==> src/rtl/cpu_types_pkg.sv <==
// Shared types for the pipeline hazard controller.
//   hazard_state_t : controller state (RUN, DWAIT, SQUASH, HALTED)
//   REG_ZERO       : register index that never carries a dependency
package cpu_types_pkg;

    typedef enum logic [1:0] {
        RUN    = 2'd0,
        DWAIT  = 2'd1,
        SQUASH = 2'd2,
        HALTED = 2'd3
    } hazard_state_t;

    localparam logic [4:0] REG_ZERO = 5'd0;

endpackage

==> src/rtl/load_use_detect.sv <==
// Load-use hazard compare: a load sitting in ID/EX whose destination is read
// by the instruction in IF/ID. Writes to register zero never create a hazard.
// Ports:
//   ex_dREN  in  ID/EX holds a load
//   ex_wsel  in  ID/EX destination register
//   id_rs    in  IF/ID source register rs
//   id_rt    in  IF/ID source register rt
//   hazard   out load-use dependency present
module load_use_detect
    import cpu_types_pkg::*;
(
    input  logic       ex_dREN,
    input  logic [4:0] ex_wsel,
    input  logic [4:0] id_rs,
    input  logic [4:0] id_rt,
    output logic       hazard
);

    assign hazard = ex_dREN && (ex_wsel != REG_ZERO) &&
                    ((ex_wsel == id_rs) || (ex_wsel == id_rt));

endmodule

==> src/rtl/pipeline_control_unit.sv <==
// Pipeline hazard controller: produces enable/flush pairs for the IF/ID,
// ID/EX, EX/MEM and MEM/WB registers plus the PC enable. For each register
// en=1,flush=1 loads a bubble, en=0 holds, and flush is never raised with en=0.
// Ports:
//   CLK, RST                      clock, synchronous active-high reset
//   ihit, dhit                    fetch word valid / data access complete
//   mem_dREN, mem_dWEN            EX/MEM holds a load / store
//   ex_dREN, ex_wsel              ID/EX load and its destination register
//   id_rs, id_rt                  IF/ID source registers
//   mem_br_taken, id_jump         MEM-stage taken branch / ID-stage jump
//   wb_halt                       halt reached MEM/WB
//   pc_en, *_en, *_flush          pipeline register controls
//   halt                          sticky halt
//   stall_cnt                     saturating count of stalled (pc_en=0) cycles
//
// state  | meaning
// RUN    | normal flow, hazards resolved by priority each cycle
// DWAIT  | data memory access outstanding, pipeline frozen above MEM/WB
// SQUASH | redirect taken while a fetch was in flight; drop the returning word
// HALTED | halt retired; everything frozen until reset
module pipeline_control_unit
    import cpu_types_pkg::*;
#(
    parameter int CNT_W = 32
) (
    input  logic             CLK,
    input  logic             RST,
    input  logic             ihit,
    input  logic             dhit,
    input  logic             mem_dREN,
    input  logic             mem_dWEN,
    input  logic             ex_dREN,
    input  logic [4:0]       ex_wsel,
    input  logic [4:0]       id_rs,
    input  logic [4:0]       id_rt,
    input  logic             mem_br_taken,
    input  logic             id_jump,
    input  logic             wb_halt,
    output logic             pc_en,
    output logic             ifid_en,
    output logic             ifid_flush,
    output logic             idex_en,
    output logic             idex_flush,
    output logic             exmem_en,
    output logic             exmem_flush,
    output logic             memwb_en,
    output logic             memwb_flush,
    output logic             halt,
    output logic [CNT_W-1:0] stall_cnt
);

    hazard_state_t state;
    hazard_state_t next_state;
    logic          load_use;
    logic          mem_stall;

    localparam logic [CNT_W-1:0] CNT_MAX = {CNT_W{1'b1}};
    localparam logic [CNT_W-1:0] CNT_ONE = {{(CNT_W-1){1'b0}}, 1'b1};

    load_use_detect u_load_use (
        .ex_dREN (ex_dREN),
        .ex_wsel (ex_wsel),
        .id_rs   (id_rs),
        .id_rt   (id_rt),
        .hazard  (load_use)
    );

    // Once in DWAIT the access is still outstanding even if the mem-op
    // strobes are momentarily deasserted, so only dhit releases it.
    assign mem_stall = ((mem_dREN || mem_dWEN) || (state == DWAIT)) && !dhit;

    always_comb begin
        pc_en       = 1'b1;
        ifid_en     = 1'b1;
        ifid_flush  = 1'b0;
        idex_en     = 1'b1;
        idex_flush  = 1'b0;
        exmem_en    = 1'b1;
        exmem_flush = 1'b0;
        memwb_en    = 1'b1;
        memwb_flush = 1'b0;
        next_state  = (state == SQUASH) ? SQUASH : RUN;

        if ((state == HALTED) || wb_halt) begin
            pc_en      = 1'b0;
            ifid_en    = 1'b0;
            idex_en    = 1'b0;
            exmem_en   = 1'b0;
            memwb_en   = 1'b0;
            next_state = HALTED;
        end else if (mem_stall) begin
            pc_en       = 1'b0;
            ifid_en     = 1'b0;
            idex_en     = 1'b0;
            exmem_en    = 1'b0;
            memwb_flush = 1'b1;
            next_state  = DWAIT;
        end else if (mem_br_taken) begin
            // Wins over load-use: the dependent instruction is on the wrong path.
            ifid_flush  = 1'b1;
            idex_flush  = 1'b1;
            exmem_flush = 1'b1;
            next_state  = ((state == SQUASH) || !ihit) ? SQUASH : RUN;
        end else if (state == SQUASH) begin
            // PC already points at the target; the word arriving now is stale.
            pc_en      = 1'b0;
            ifid_flush = 1'b1;
            next_state = ihit ? RUN : SQUASH;
        end else if (load_use) begin
            pc_en      = 1'b0;
            ifid_en    = 1'b0;
            idex_flush = 1'b1;
        end else if (id_jump) begin
            pc_en      = ihit;
            ifid_flush = 1'b1;
        end else if (!ihit) begin
            pc_en      = 1'b0;
            ifid_flush = 1'b1;
        end
    end

    always_ff @(posedge CLK) begin
        if (RST) begin
            state     <= RUN;
            halt      <= 1'b0;
            stall_cnt <= '0;
        end else begin
            state <= next_state;
            halt  <= (next_state == HALTED);
            if (!pc_en && (state != HALTED) && (next_state != HALTED) &&
                (stall_cnt != CNT_MAX)) begin
                stall_cnt <= stall_cnt + CNT_ONE;
            end
        end
    end

endmodule

==> config.mk <==
export PLATFORM = sky130hd
export DESIGN_NAME = pipeline_control_unit
export DESIGN_NICKNAME = d
export VERILOG_FILES = /design/src/rtl/cpu_types_pkg.sv /design/src/rtl/load_use_detect.sv /design/src/rtl/pipeline_control_unit.sv
export SDC_FILE = /design/constraint.sdc
export NUM_CORES = 1
export LEC_CHECK = 0
export CAP_MARGIN = 20
export CORE_MARGIN = 5
export CORE_UTILIZATION = 34
export DETAILED_ROUTE_END_ITERATION = 16
export HOLD_SLACK_MARGIN = 0.12
export SKIP_LAST_GASP = 1
export SLEW_MARGIN = 20
export SYNTH_ARGS = -nofsm -noshare
export SYNTH_HDL_FRONTEND = slang
export SYNTH_SLANG_ARGS = --single-unit
export TNS_END_PERCENT = 10
==> constraint.sdc <==
create_clock -name CLK -period 3.1 [get_ports CLK]
set_input_delay 0.31 -clock CLK [delete_from_list [all_inputs] [get_ports CLK]]
set_output_delay 0.31 -clock CLK [all_outputs]
set_load 0.01 [all_outputs]
[Word-level counts from Yosys, hierarchy flattened]
Cells that the tools add are included.
Storage, ports and cells
  output and inout port bits: 42
  input port bits: 25
  flip-flop bits (word level): 35
Cells by class
  equal/unequal tests: 9
  reduce and logical (&&, ||, !) cells: 15
  add/subtract/negate cells: 1
  multiplexer cells: 38
Operator list (count)
  32-bit by 1-bit adder with 32-bit output, second input constant: 1
  1-bit 2-to-1 mux: 32
  32-bit != test, second input constant: 1
  2-bit 2-to-1 mux: 6
  5-bit == test: 2
  2-bit == test, second input constant: 3
  1-bit logical AND: 6
  1-bit logical OR: 5
  5-bit nonzero test: 1
  2-bit != test, second input constant: 2
  1-bit logical NOT: 3
  2-bit by 1-bit == test with 1-bit output, second input constant: 1

[Logic depth before layout (Yosys ltp)]
Gate-level depths: netlist of run 1.
  depth in word-level cells: 12
  mapped depth: 9
  mapped depth without buffers: 7

[Hierarchy]
From an unflattened synthesis of run 1, not the netlist that was laid out.
Unflattened totals
  cell total of the unflattened synthesis: 238
  area, all modules: 1985.7 um2
Modules (own cells, without submodules)
  pipeline_control_unit: instances 1, area each 1860.5 um2, cells an instance 221, seq. area each 700.7 um2
  load_use_detect: instances 1, area each 125.1 um2, cells an instance 17, seq. area each 0.0 um2

[Worst setup path before layout of run 1]
No wires, ideal clock.
  path type: flip-flop to flip-flop
  start: register stall_cnt[0]
  end: register stall_cnt[30]
  library setup time: 0.070 ns
  path slack: 0.907 ns
  cell stages (with the launch flop): 8
  required time: 3.030 ns
  period minus slack after synthesis: 2.193 ns
  arrival: 2.122 ns
  cell sequence: dfxtp_1 -> ha_1 -> nand4_1 -> nor2_4 -> nand4_1 -> or4_1 -> or3_1 -> a21oi_1
Between the ends
  longest elaborated chain between the ends: 2
  elaborated cells on any way between the ends: 3
Ends and longest elaborated chain
  from (decl): RTL line pipeline_control_unit.sv:49  | output logic [CNT_W-1:0] stall_cnt
  from (signal assigned): RTL line pipeline_control_unit.sv:132  | stall_cnt <= stall_cnt + CNT_ONE;
  branches (longest 2 deep; another with 32-bit by 1-bit adder with 32-bit output)
Parallel ways; which one is timed is not known.
A chain may end at the register's enable or synchronous reset.

[Worst setup path after layout of run 1]
  start: input ex_wsel[0]
  end: output ifid_flush
Between the ends
  longest elaborated chain between the ends: 8
  elaborated cells on any way between the ends: 11
Ends and longest elaborated chain
  from (decl): RTL line pipeline_control_unit.sv:33  | input logic [4:0] ex_wsel,
  5-bit == test or 5-bit nonzero test (tied branches): RTL line load_use_detect.sv:20, load_use_detect.sv:19
  1-bit logical OR or 1-bit logical AND (tied branches): RTL line load_use_detect.sv:20, load_use_detect.sv:19
  1-bit logical AND *: RTL line load_use_detect.sv:19  | assign hazard = ex_dREN && (ex_wsel != REG_ZERO) &&
  1-bit 2-to-1 mux *: RTL line pipeline_control_unit.sv:109  | end else if (load_use) begin
  1-bit 2-to-1 mux *: RTL line pipeline_control_unit.sv:104  | end else if (state == SQUASH) begin
  1-bit 2-to-1 mux *: RTL line pipeline_control_unit.sv:98  | end else if (mem_br_taken) begin
  1-bit 2-to-1 mux *: RTL line pipeline_control_unit.sv:91  | end else if (mem_stall) begin
  1-bit 2-to-1 mux *: RTL line pipeline_control_unit.sv:84  | if ((state == HALTED) || wb_halt) begin
  to (decl): RTL line pipeline_control_unit.sv:41  | output logic ifid_flush,
Every way passes the cells marked *; elsewhere a longest branch is shown, timed or not.

==> results of run 1 <==
-- worst reg2reg max path, delay by kind of cell, from the launching register on --
| kind | cells | cell delay (ns) |
|---|---|---|
| and+or+nand+nor | 5 | 1.57 |
| DFF | 1 | 0.45 |
| AOI/OAI and AO/OA | 1 | 0.13 |
| adders and majority gates | 1 | 0.25 |
-- cell usage in the layout (no fill, tap or decap), types with 10 or more instances in the layout --
cell	count
nor2_1	11
clkdlybuf4s50_1	66
nand2_1	15
or4_1	25
nand4_1	16
xor2_1	10
a21oi_1	32
dfxtp_1	35
o31ai_1	23
-- stage by stage --
stage	setup WS (ns)	cells
finish	0.218	387
global route	0.119	387
CTS	0.213	387
detailed placement	0.219	379
global placement	0.248	379
floorplan	0.907	247
-- path summary, 6_finish.rpt --
check,cells past startpoint,end,start,slack (ns)
worst max register to register,7,stall_cnt[30]$_SDFFE_PP0P_,stall_cnt[0]$_SDFFE_PP0P_,0.62
worst max-delay path,7,ifid_flush,ex_wsel[0],0.22
worst min-delay path,2,stall_cnt[31]$_SDFFE_PP0P_,stall_cnt[31]$_SDFFE_PP0P_,0.49
worst min register to register,2,stall_cnt[31]$_SDFFE_PP0P_,stall_cnt[31]$_SDFFE_PP0P_,0.49
-- power by group --
part	total [mW]	switching, mW	internal (mW)
clock network	0.319	0.162	0.158
registers	0.461	0.00656	0.455
logic	0.151	0.0756	0.0759
total	0.932	0.244	0.688
-- cell usage after synthesis (6+ instances only) --
| cell | number | area, um^2 |
|---|---|---|
| nor2_1 | 11 | 41.3 |
| buf_2 | 6 | 30.0 |
| o21ai_0 | 6 | 30.0 |
| nand2_1 | 15 | 56.3 |
| nand3_1 | 6 | 30.0 |
| dfxtp_1 | 35 | 701 |
| o31ai_1 | 23 | 173 |
| or3_1 | 6 | 37.5 |
| nand2b_1 | 6 | 37.5 |
| a21oi_1 | 32 | 160 |
| xor2_1 | 10 | 87.6 |
| or4_1 | 25 | 188 |
| nand4_1 | 16 | 100 |
-- layout make-up --
type	count	area, um^2	share of cell area, %
Tap cell	75	93.8	3.29
Clock inverter	1	5.00	0.175
Clock buffer	7	76.3	2.67
Multi-Input combinational cell	194	1260	44.2
Sequential cell	35	701	24.6
Timing Repair Buffer	72	706	24.7
Inverter	3	11.3	0.395
-- metal layers --
| layer | vias to the layer above | GRT usage, % | part of all wire [%] |
|---|---|---|---|
| li1 | 1085 | - | - |
| met1 | 993 | 19.8 | 49 |
| met2 | 59 | 23.8 | 43 |
| met3 | 8 | 3.76 | 6.5 |
| met4 | 0 | 4.18 | 1.4 |
| met5 | - | 0 | 0 |
-- cell families (layout without fill, tap and decap cells) --
kind of cell	Yosys count	after routing	synth area share, %
adders and majority gates	1	1	0.609
buffers and inverters	18	83	4.56
muxes	3	3	1.64
xor gates and xnor gates	10	10	4.26
DFF	35	35	34.1
and+or+nand+nor	108	108	31.7
AOI/OAI and AO/OA	72	72	23.1
-- registers in the layout (all words and copies together) (netlist names) --
signal	flops
state	2
stall_cnt	32
halt	1
==> key figures, run 1 <==
Status
  • Status: completed

Floorplanning
  • Die area: a little under 8000 um^2
  • I/O pins: 67
  • Die Height: 87.8 um
  • # rows: 28
  • Chip Width: 87.8 um
  • Starting density of the core: a little over a third
  • Core area: 5890 um^2

Route
  • Routed WL: 5.67 mm
  • TritonRoute pass-1 iters: 4
  • Routed wire per std cell: 14.7 um
  • Vias per inst: 5.54
  • Antenna-violating nets left: 0
  • Via count of the routed design: about 2100
  • DRC Markers: 0
  • Iteration-0 DRC Markers: 85

Synth
  • YS warnings: 0
  • Net Count, Synth: 273
  • Post-synthesis sequential area ratio: between 30% and 40%
  • Async SR Flop Fraction: 0%
  • Unique cell type count in the Yosys netlist: 40
  • Synthesized flop and latch total: 35
  • Average size of a mapped cell: roughly 8.3 um^2
  • Post-synth EDFFs: 0
  • Mapped Cells: 247
  • Synth Flop Type: dfxtp_1
  • Mapped Area: 2060 um^2

Placed design
  • Routability cong.: 0.743
  • Number of buffers added on ports: 66
  • Placed instance area: roughly 2800 um^2
  • Hpwl dp: 4.11 mm

Timing
  • Ratio of final minimum period to clock period: 93.0%
  • Tmin final: 2.88 ns
  • Final setup violation count: 0
  • Max-slew headroom: 44.7%
  • Tightest Pin Transition: roughly 0.83 ns
  • Final Hold Fails: 0
  • Final Skew: 0.00691 ns
  • Maximum achievable frequency: 347 MHz
  • Unrepaired setup endpoints after global routing: false
  • Final Max Slew Viols: 0
  • Fin Setup TNS: 0 ns
  • Hold WS: 0.493 ns

Layout
  • Share of layout cells above drive strength 1: 7.37%
  • Util after Layout: 48.5%
  • Fillers: 610
  • Nets@finish: approximately 340
  • Antenna diode count: 0
  • Synthesis-to-layout area growth: 38.8%
  • Final Cell Area: between 2000 and 3000 um^2

Critical path
  • Crit Path Max Fanout: 3
  • Crit end category: output pin
  • Critical path launch point type: primary input
  • CP required: 2.79 ns
  • Worst Path Buf+Inv: 2
  • Max stage delay on crit path: 0.54 ns
  • Kind of cell adding the most delay to the critical path: buffers and inverters
  • Slowest cell on the critical path: or4_1
  • CP Class: in2out
  • Crit path DAT: 2.57 ns
  • CP Cell Sequence: clkdlybuf4s50_1, or4_1, o21ai_0, or2_2, o31a_1, o31a_1, clkdlybuf4s50_1

Pwr
  • Leak Pwr: 0.866 nW
  • PwrDens: 327 nW/um^2
  • VDD IR max: ~0.18 mV
  • Power, Total: approximately 0.93 mW

Clock network
  • Post-CTS Setup Bufs: 0
  • Post-CTS Resized: 0
  • Clock Path Buffers: 2
  • TritonCTS Buffers: 5
  • CTS tree: built
  • Sink Count: 35
  • Worst skew pair latency: between 0.2 and 0.3 ns
  • Hold-fix buffers, CTS: 0
  • Clock tree root buffer cell: clkbuf_8
  • Htree depth: 2
  • Clock-pin slew on the worst setup and hold paths: around 0.07 ns

GRT
  • Total grt overflow: 0
  • Initial antenna violation count: 0
  • Via count of the first global-routing pass: 1987
  • First-pass GRT wire length: 9.21 mm
  • Gr usage total: 14.9%
  • Largest net degree at the start of global routing: 37

Job
  • Max-cap viol count: 0

Min path
  • Hold Path Class: reg2reg
Power figures use the tool's default switching activity.
==> inputs of run 2 (changes only) <==
--- a/config.mk
+++ b/config.mk
@@ -5,7 +5,8 @@
 export SDC_FILE = /design/constraint.sdc
 export NUM_CORES = 1
 export LEC_CHECK = 0
-export CAP_MARGIN = 20
+export CAP_MARGIN = 5
+export CORE_ASPECT_RATIO = 1.5
 export CORE_MARGIN = 5
 export CORE_UTILIZATION = 34
 export DETAILED_ROUTE_END_ITERATION = 16
==> run 2 against run 1 <==
Clock-buffer cell count unchanged. Die area is 0.42% higher. Setup slack got worse by 0.0072 ns. Register-to-register slack improved by 0.07 ns. Design area is 0.39% higher. Via count grew 0.47%. Sequential share of layout area is 0.096 points lower. Worst hold slack improved by 0.0032 ns. Largest cell class unchanged. Largest power group unchanged. Sequential power is essentially flat. Clock skew about the same.
==> key figures, run 2 (same netlist as run 1, synthesis figures left out) <==
Timing
  • Final Max Slew Viols: 0 (unchanged)
  • Final setup violation count: 0 (unchanged)
  • Tightest Pin Transition: 0.794 ns (-0.0320 ns)
  • Maximum achievable frequency: 346 MHz (-0.25%)
  • Tmin final: 2.89 ns (+0.00717 ns)
  • Final Hold Fails: 0 (unchanged)
  • Fin Setup TNS: 0 ns (unchanged)
  • Unrepaired setup endpoints after global routing: false
  • Final Skew: 0.00713 ns (+0.000216 ns)
  • Ratio of final minimum period to clock period: 93.2% (+0.23 points)
  • Max-slew headroom: 46.9% (+2.1 points)
  • Hold WS: 0.496 ns (+0.00323 ns)

Layout
  • Largest regs: stall_cnt x32, state x2, halt x1
  • Most frequent cells in the layout: clkdlybuf4s50_1 (66), dfxtp_1 (35), a21oi_1 (32)
  • Number of flip-flops in the largest register: 32 (unchanged)
  • Commonest non-fill, non-tap cell in the layout: clkdlybuf4s50_1
  • Share of layout cells above drive strength 1: 7.96% (+0.59 points)
  • Nets@finish: 339 (+0.59%)
  • Synthesis-to-layout area growth: 39.4%
  • Biggest register: stall_cnt
  • Fillers: 563 (-7.7%)
  • Antenna diode count: 0 (unchanged)

Pwr
  • PwrDens: 327 nW/um^2 (+0.25%)
  • Leak Pwr: 0.876 nW (+1.1%)
  • VDD IR max: 0.244 mV (+37%)

Clock network
  • CTS tree: built
  • TritonCTS Buffers: 5 (unchanged)
  • Htree depth: 2 (unchanged)
  • Clock-pin slew on the worst setup and hold paths: 0.06 ns (about the same)
  • Hold-fix buffers, CTS: 0 (unchanged)
  • Clock Path Buffers: 2 (unchanged)
  • Post-CTS Resized: 0 (unchanged)
  • Sink Count: 35 (unchanged)
  • Worst skew pair latency: 0.29 ns (about the same)
  • Clock tree root buffer cell: clkbuf_8
  • Post-CTS Setup Bufs: 0 (unchanged)

Floorplanning
  • Core area: 5830 um^2 (-0.98%)
  • Die Height: 105 um (+20%)
  • I/O pins: 67 (unchanged)
  • Chip Width: 73.5 um (-16%)
  • Starting density of the core: 35.3% (+0.34 points)
  • Die area: 7730 um^2 (+0.42%)
  • # rows: 34 (+21%)

Route
  • Routed WL: 5.66 mm (-0.18%)
  • Vias per inst: 5.58 (+0.73%)
  • Antenna-violating nets left: 0 (unchanged)
  • Routed wire per std cell: 14.7 um (about the same)
  • Iteration-0 DRC Markers: 80 (-5.9%)
  • Via count of the routed design: 2155 (+0.47%)
  • DRC Markers: 0 (unchanged)
  • TritonRoute pass-1 iters: 4 (unchanged)

GRT
  • Largest net degree at the start of global routing: 30 (-19%)
  • Total grt overflow: 0 (unchanged)
  • Gr usage total: 14.5% (-0.40 points)
  • Via count of the first global-routing pass: 1998 (+0.55%)
  • Initial antenna violation count: 0 (unchanged)
  • First-pass GRT wire length: 9.25 mm (+0.45%)

Placed design
  • Hpwl dp: 4.20 mm (+2.4%)
  • Routability cong.: 0.789 (+6.2%)
  • Number of buffers added on ports: 66 (unchanged)

Critical path
  • Crit Path Max Fanout: 3 (unchanged)
  • CP Class: in2out
  • CP required: 2.79 ns (about the same)
  • Crit path DAT: 2.58 ns (about the same)
  • Reg2Reg Setup Slack: 0.69 ns (+0.07 ns)
  • Crit end category: output pin
  • Critical path launch point type: primary input

Min path
  • Hold Path Class: reg2reg

Job
  • Max-cap viol count: 0 (unchanged)

Status
  • Status: completed
-- run 2: cell count changes in the layout (fill, tap and decap cells not counted) --
cell	previous run	this run
buf_4	6	8
-- run 2: cell type report --
type / count / area [um^2] / share of cell area, %
multi-input cells: 194 / 1260 / 44.0
repair buffers: 74 / 721 / 25.2
flip-flops and latches: 35 / 701 / 24.5
well taps: 72 / 90.1 / 3.14
clock buffers: 7 / 76.3 / 2.66
inverters: 3 / 11.3 / 0.393
clock inverters: 1 / 5.00 / 0.175
-- run 2: final timing paths --
check / from / endpoint / cells past startpoint
setup / recovery: ex_wsel[0] / ifid_flush / 7
hold / removal: stall_cnt[20]$_SDFFE_PP0P_ / stall_cnt[20]$_SDFFE_PP0P_ / 2
setup reg to reg: stall_cnt[0]$_SDFFE_PP0P_ / stall_cnt[30]$_SDFFE_PP0P_ / 7
hold reg to reg: stall_cnt[20]$_SDFFE_PP0P_ / stall_cnt[20]$_SDFFE_PP0P_ / 2
-- run 2: report_power, final --
group / internal (mW) / leakage [nW] / switching [mW] / total, mW
logic: 0.0781 / 0.551 / 0.0752 / 0.153
clock network: 0.158 / 0.0422 / 0.166 / 0.324
registers: 0.455 / 0.283 / 0.00619 / 0.461
total: 0.690 / 0.876 / 0.248 / 0.938
-- run 2: critical path, cell delays in order --
cell             delay [ns]
clkdlybuf4s50_1        0.46
or4_1                  0.55
o21ai_0                0.27
or2_2                  0.18
o31a_1                 0.15
o31a_1                 0.13
clkdlybuf4s50_1        0.53
-- run 2: per-stage QoR --
stage / power (mW) / cell area [um^2] / cells / utilization (%) / setup WS [ns]
6_report: 0.938 / 2870 / 386 / 49.2 / 0.211
4_1_cts: 0.949 / 2870 / 386 / 49.2 / 0.208
2_1_floorplan: 0.550 / 2060 / 247 / - / 0.907
3_5_place_dp: 0.626 / 2780 / 378 / 47.8 / 0.228
3_3_place_gp: 0.625 / 2780 / 378 / 47.8 / 0.242
5_1_grt: 0.978 / 2870 / 386 / 49.2 / 0.137
-- run 2: layer usage --
| layer | GRT usage, % | wire [um] | share of wire, % | up-vias |
|---|---|---|---|---|
| li1 | - | - | - | 1084 |
| met1 | 16.8 | 2280 | 40 | 1005 |
| met2 | 24.9 | 2870 | 51 | 57 |
| met3 | 3.43 | 407 | 7.2 | 9 |
| met4 | 5.70 | 98 | 1.7 | 0 |
| met5 | 0 | 0 | 0 | - |
==> inputs of run 3 (changes only) <==
==> constraint.sdc (replaced) <==
create_clock -name CLK -period 3.4 [get_ports CLK]
set_input_delay 0.34 -clock CLK [delete_from_list [all_inputs] [get_ports CLK]]
set_output_delay 0.34 -clock CLK [all_outputs]
set_load 0.01 [all_outputs]
==> run 3 against run 2 <==
Worst hold slack is essentially flat. Highest routed layer unchanged. Clock power fell by 7.7%. Routed wire length is 0.23% higher. Largest cell class unchanged. Die area did not move. Utilization fell by 0.064 points.
==> key figures, run 3 (same netlist as run 1, synthesis figures left out) <==
Status
  • Status: completed

Floorplanning
  • Chip Width: 73.5 um (unchanged)
  • Core area: 5830 um^2 (unchanged)
  • Die Height: 105 um (unchanged)
  • Die area: 7730 um^2 (unchanged)
  • Starting density of the core: 35.3% (unchanged)
  • I/O pins: 67 (unchanged)
  • # rows: 34 (unchanged)

Critical path
  • Reg2Reg Setup Slack: 0.96 ns (+0.27 ns)
  • CP Cell Sequence: clkdlybuf4s50_1, or4_1, o21ai_0, or2_2, o31a_1, o31a_1, clkdlybuf4s50_1
  • Slowest cell on the critical path: or4_1
  • Crit path DAT: 2.61 ns (+0.03 ns)
  • Crit end category: output pin
  • Kind of cell adding the most delay to the critical path: buffers and inverters
  • R2R depth: 7 (unchanged)
  • Critical path launch point type: primary input
  • Worst Path Buf+Inv: 2 (unchanged)
  • Max stage delay on crit path: 0.56 ns (about the same)
  • CP required: 3.06 ns (+0.27 ns)
  • FF-to-FF Start: stall_cnt[0]$_SDFFE_PP0P_
  • R2R Path End: stall_cnt[30]$_SDFFE_PP0P_
  • CP Class: in2out
  • Crit Path Max Fanout: 3 (unchanged)

Route
  • Vias per inst: 5.60 (+0.31%)
  • Iteration-0 DRC Markers: 59 (-26%)
  • Via count of the routed design: 2156 (+0.046%)
  • Routed WL: 5.67 mm (+0.23%)
  • Antenna-violating nets left: 0 (unchanged)
  • Routed wire per std cell: 14.7 um (+0.49%)
  • DRC Markers: 0 (unchanged)
  • TritonRoute pass-1 iters: 4 (unchanged)

Layout
  • Synthesis-to-layout area growth: 39.2%
  • Antenna diode count: 0 (unchanged)
  • Largest regs: stall_cnt x32, state x2, halt x1
  • Share of layout cells above drive strength 1: 7.99% (+0.025 points)
  • Biggest register: stall_cnt
  • Nets@finish: 338 (-0.29%)
  • Most frequent cells in the layout: clkdlybuf4s50_1 (66), dfxtp_1 (35), a21oi_1 (32)
  • Number of flip-flops in the largest register: 32 (unchanged)
  • Commonest non-fill, non-tap cell in the layout: clkdlybuf4s50_1

GRT
  • Largest net degree at the start of global routing: 32 (+6.7%)
  • Via count of the first global-routing pass: 1932 (-3.3%)
  • Gr usage total: 14.3% (-0.18 points)
  • Met1 GRT Util: 16.4% (-0.43 points)
  • Initial antenna violation count: 0 (unchanged)
  • Met2 global-route usage: 25.1% (+0.19 points)
  • First-pass GRT wire length: 9.02 mm (-2.5%)
  • Busiest grt layer: met2
  • Met3 usage in global routing: 3.33% (-0.095 points)
  • Total grt overflow: 0 (unchanged)

Clock network
  • Htree depth: 2 (unchanged)
  • TritonCTS Buffers: 5 (unchanged)
  • Clock tree root buffer cell: clkbuf_8
  • Clock-pin slew on the worst setup and hold paths: 0.07 ns (about the same)
  • CTS tree: built
  • Hold-fix buffers, CTS: 0 (unchanged)
  • Post-CTS Resized: 0 (unchanged)
  • Sink Count: 35 (unchanged)
  • Worst skew pair latency: 0.29 ns (about the same)
  • Clock Path Buffers: 2 (unchanged)
  • Post-CTS Setup Bufs: 0 (unchanged)

Timing
  • Unrepaired setup endpoints after global routing: false
  • Tmin final: 2.95 ns
  • Max-slew headroom: 47.9% (+0.99 points)
  • Tightest Pin Transition: 0.780 ns (-0.0147 ns)
  • Final setup violation count: 0 (unchanged)
  • Ratio of final minimum period to clock period: between 80% and 90%
  • Final Max Slew Viols: 0 (unchanged)
  • Maximum achievable frequency: 339 MHz
  • Final Skew: 0.00762 ns (+0.000491 ns)
  • Final Hold Fails: 0 (unchanged)
  • Fin Setup TNS: 0 ns (unchanged)

Pwr
  • Leak Pwr: 0.870 nW (-0.71%)
  • VDD IR max: 0.163 mV (-33%)
  • PwrDens: 300 nW/um^2 (-8.4%)
  • Power, Total: 0.858 mW (-8.5%)

Min path
  • Hold path start: stall_cnt[20]$_SDFFE_PP0P_
  • Hold Path Cell Cnt: 2 (unchanged)
  • WHS Endpoint: stall_cnt[20]$_SDFFE_PP0P_
  • Hold Path Class: reg2reg

Job
  • Max-cap viol count: 0 (unchanged)

Placed design
  • Number of buffers added on ports: 66 (unchanged)
  • Hpwl dp: 4.17 mm (-0.91%)
  • Routability cong.: 0.791 (+0.27%)
-- run 3: cell types whose count changed in the layout (fill, tap and decap cells not counted) --
cell,before,now
buf_4,8,7
clkinvlp_4,0,1
clkbuf_1,2,1
-- run 3: layout make-up --
cell class / count / area (um^2)
clock buffers: 6 / 72.6
clock inverters: 2 / 12.5
fillers: 593 / 2970
inverters: 3 / 11.3
multi-input cells: 194 / 1260
flip-flops and latches: 35 / 701
well taps: 72 / 90.1
repair buffers: 73 / 713
-- run 3: metal layers --
| layer | vias to the layer above | part of all wire (%) | routed length (um) |
|---|---|---|---|
| li1 | 1082 | - | - |
| met1 | 1003 | 41 | 2340 |
| met2 | 64 | 50 | 2850 |
| met3 | 7 | 6.9 | 390 |
| met4 | 0 | 1.6 | 89 |
| met5 | - | 0 | 0 |
-- run 3: how the worst max path moves through the flow --
| stage | depth (start not counted) | slack, ns | start | to |
|---|---|---|---|---|
| 2_1_floorplan | 7 | 1.21 | stall_cnt[0]$_SDFFE_PP0P_ | stall_cnt[30]$_SDFFE_PP0P_ |
| 3_3_place_gp | 5 | 0.46 | ex_wsel[0] | pc_en |
| 3_5_place_dp | 5 | 0.44 | ex_wsel[0] | pc_en |
| 4_1_cts | 5 | 0.43 | ex_wsel[0] | pc_en |
| 5_1_grt | 7 | 0.27 | ex_wsel[0] | ifid_flush |
| 6_report | 7 | 0.45 | ex_wsel[0] | ifid_flush |
-- run 3: worst reg2reg max path, cell delays in order, from the launching register on --
cell and delay, ns:
dfxtp_1 0.43, ha_1 0.25, nand4_1 0.20, nor2_4 0.29
nand4_1 0.23, or4_1 0.52, or3_1 0.33, a21oi_1 0.14
-- run 3: power breakdown --
part           switching (mW)  internal [mW]  total [mW]
Clock                   0.156          0.143       0.299
Sequential            0.00556          0.414       0.420
Combinational          0.0687         0.0701       0.139
-- run 3: through the flow --
step	instance area, um^2	utilization (%)	hold slack (ns)	std cells	setup WS, ns
CTS	2860	49.1	0.496	385	0.434
global placement	2780	47.6	0.480	377	0.457
detailed placement	2780	47.6	0.484	377	0.444
floorplan	2060	-	0.504	247	1.21
finish	2860	49.1	0.495	385	0.451
global route	2860	49.1	0.525	385	0.270
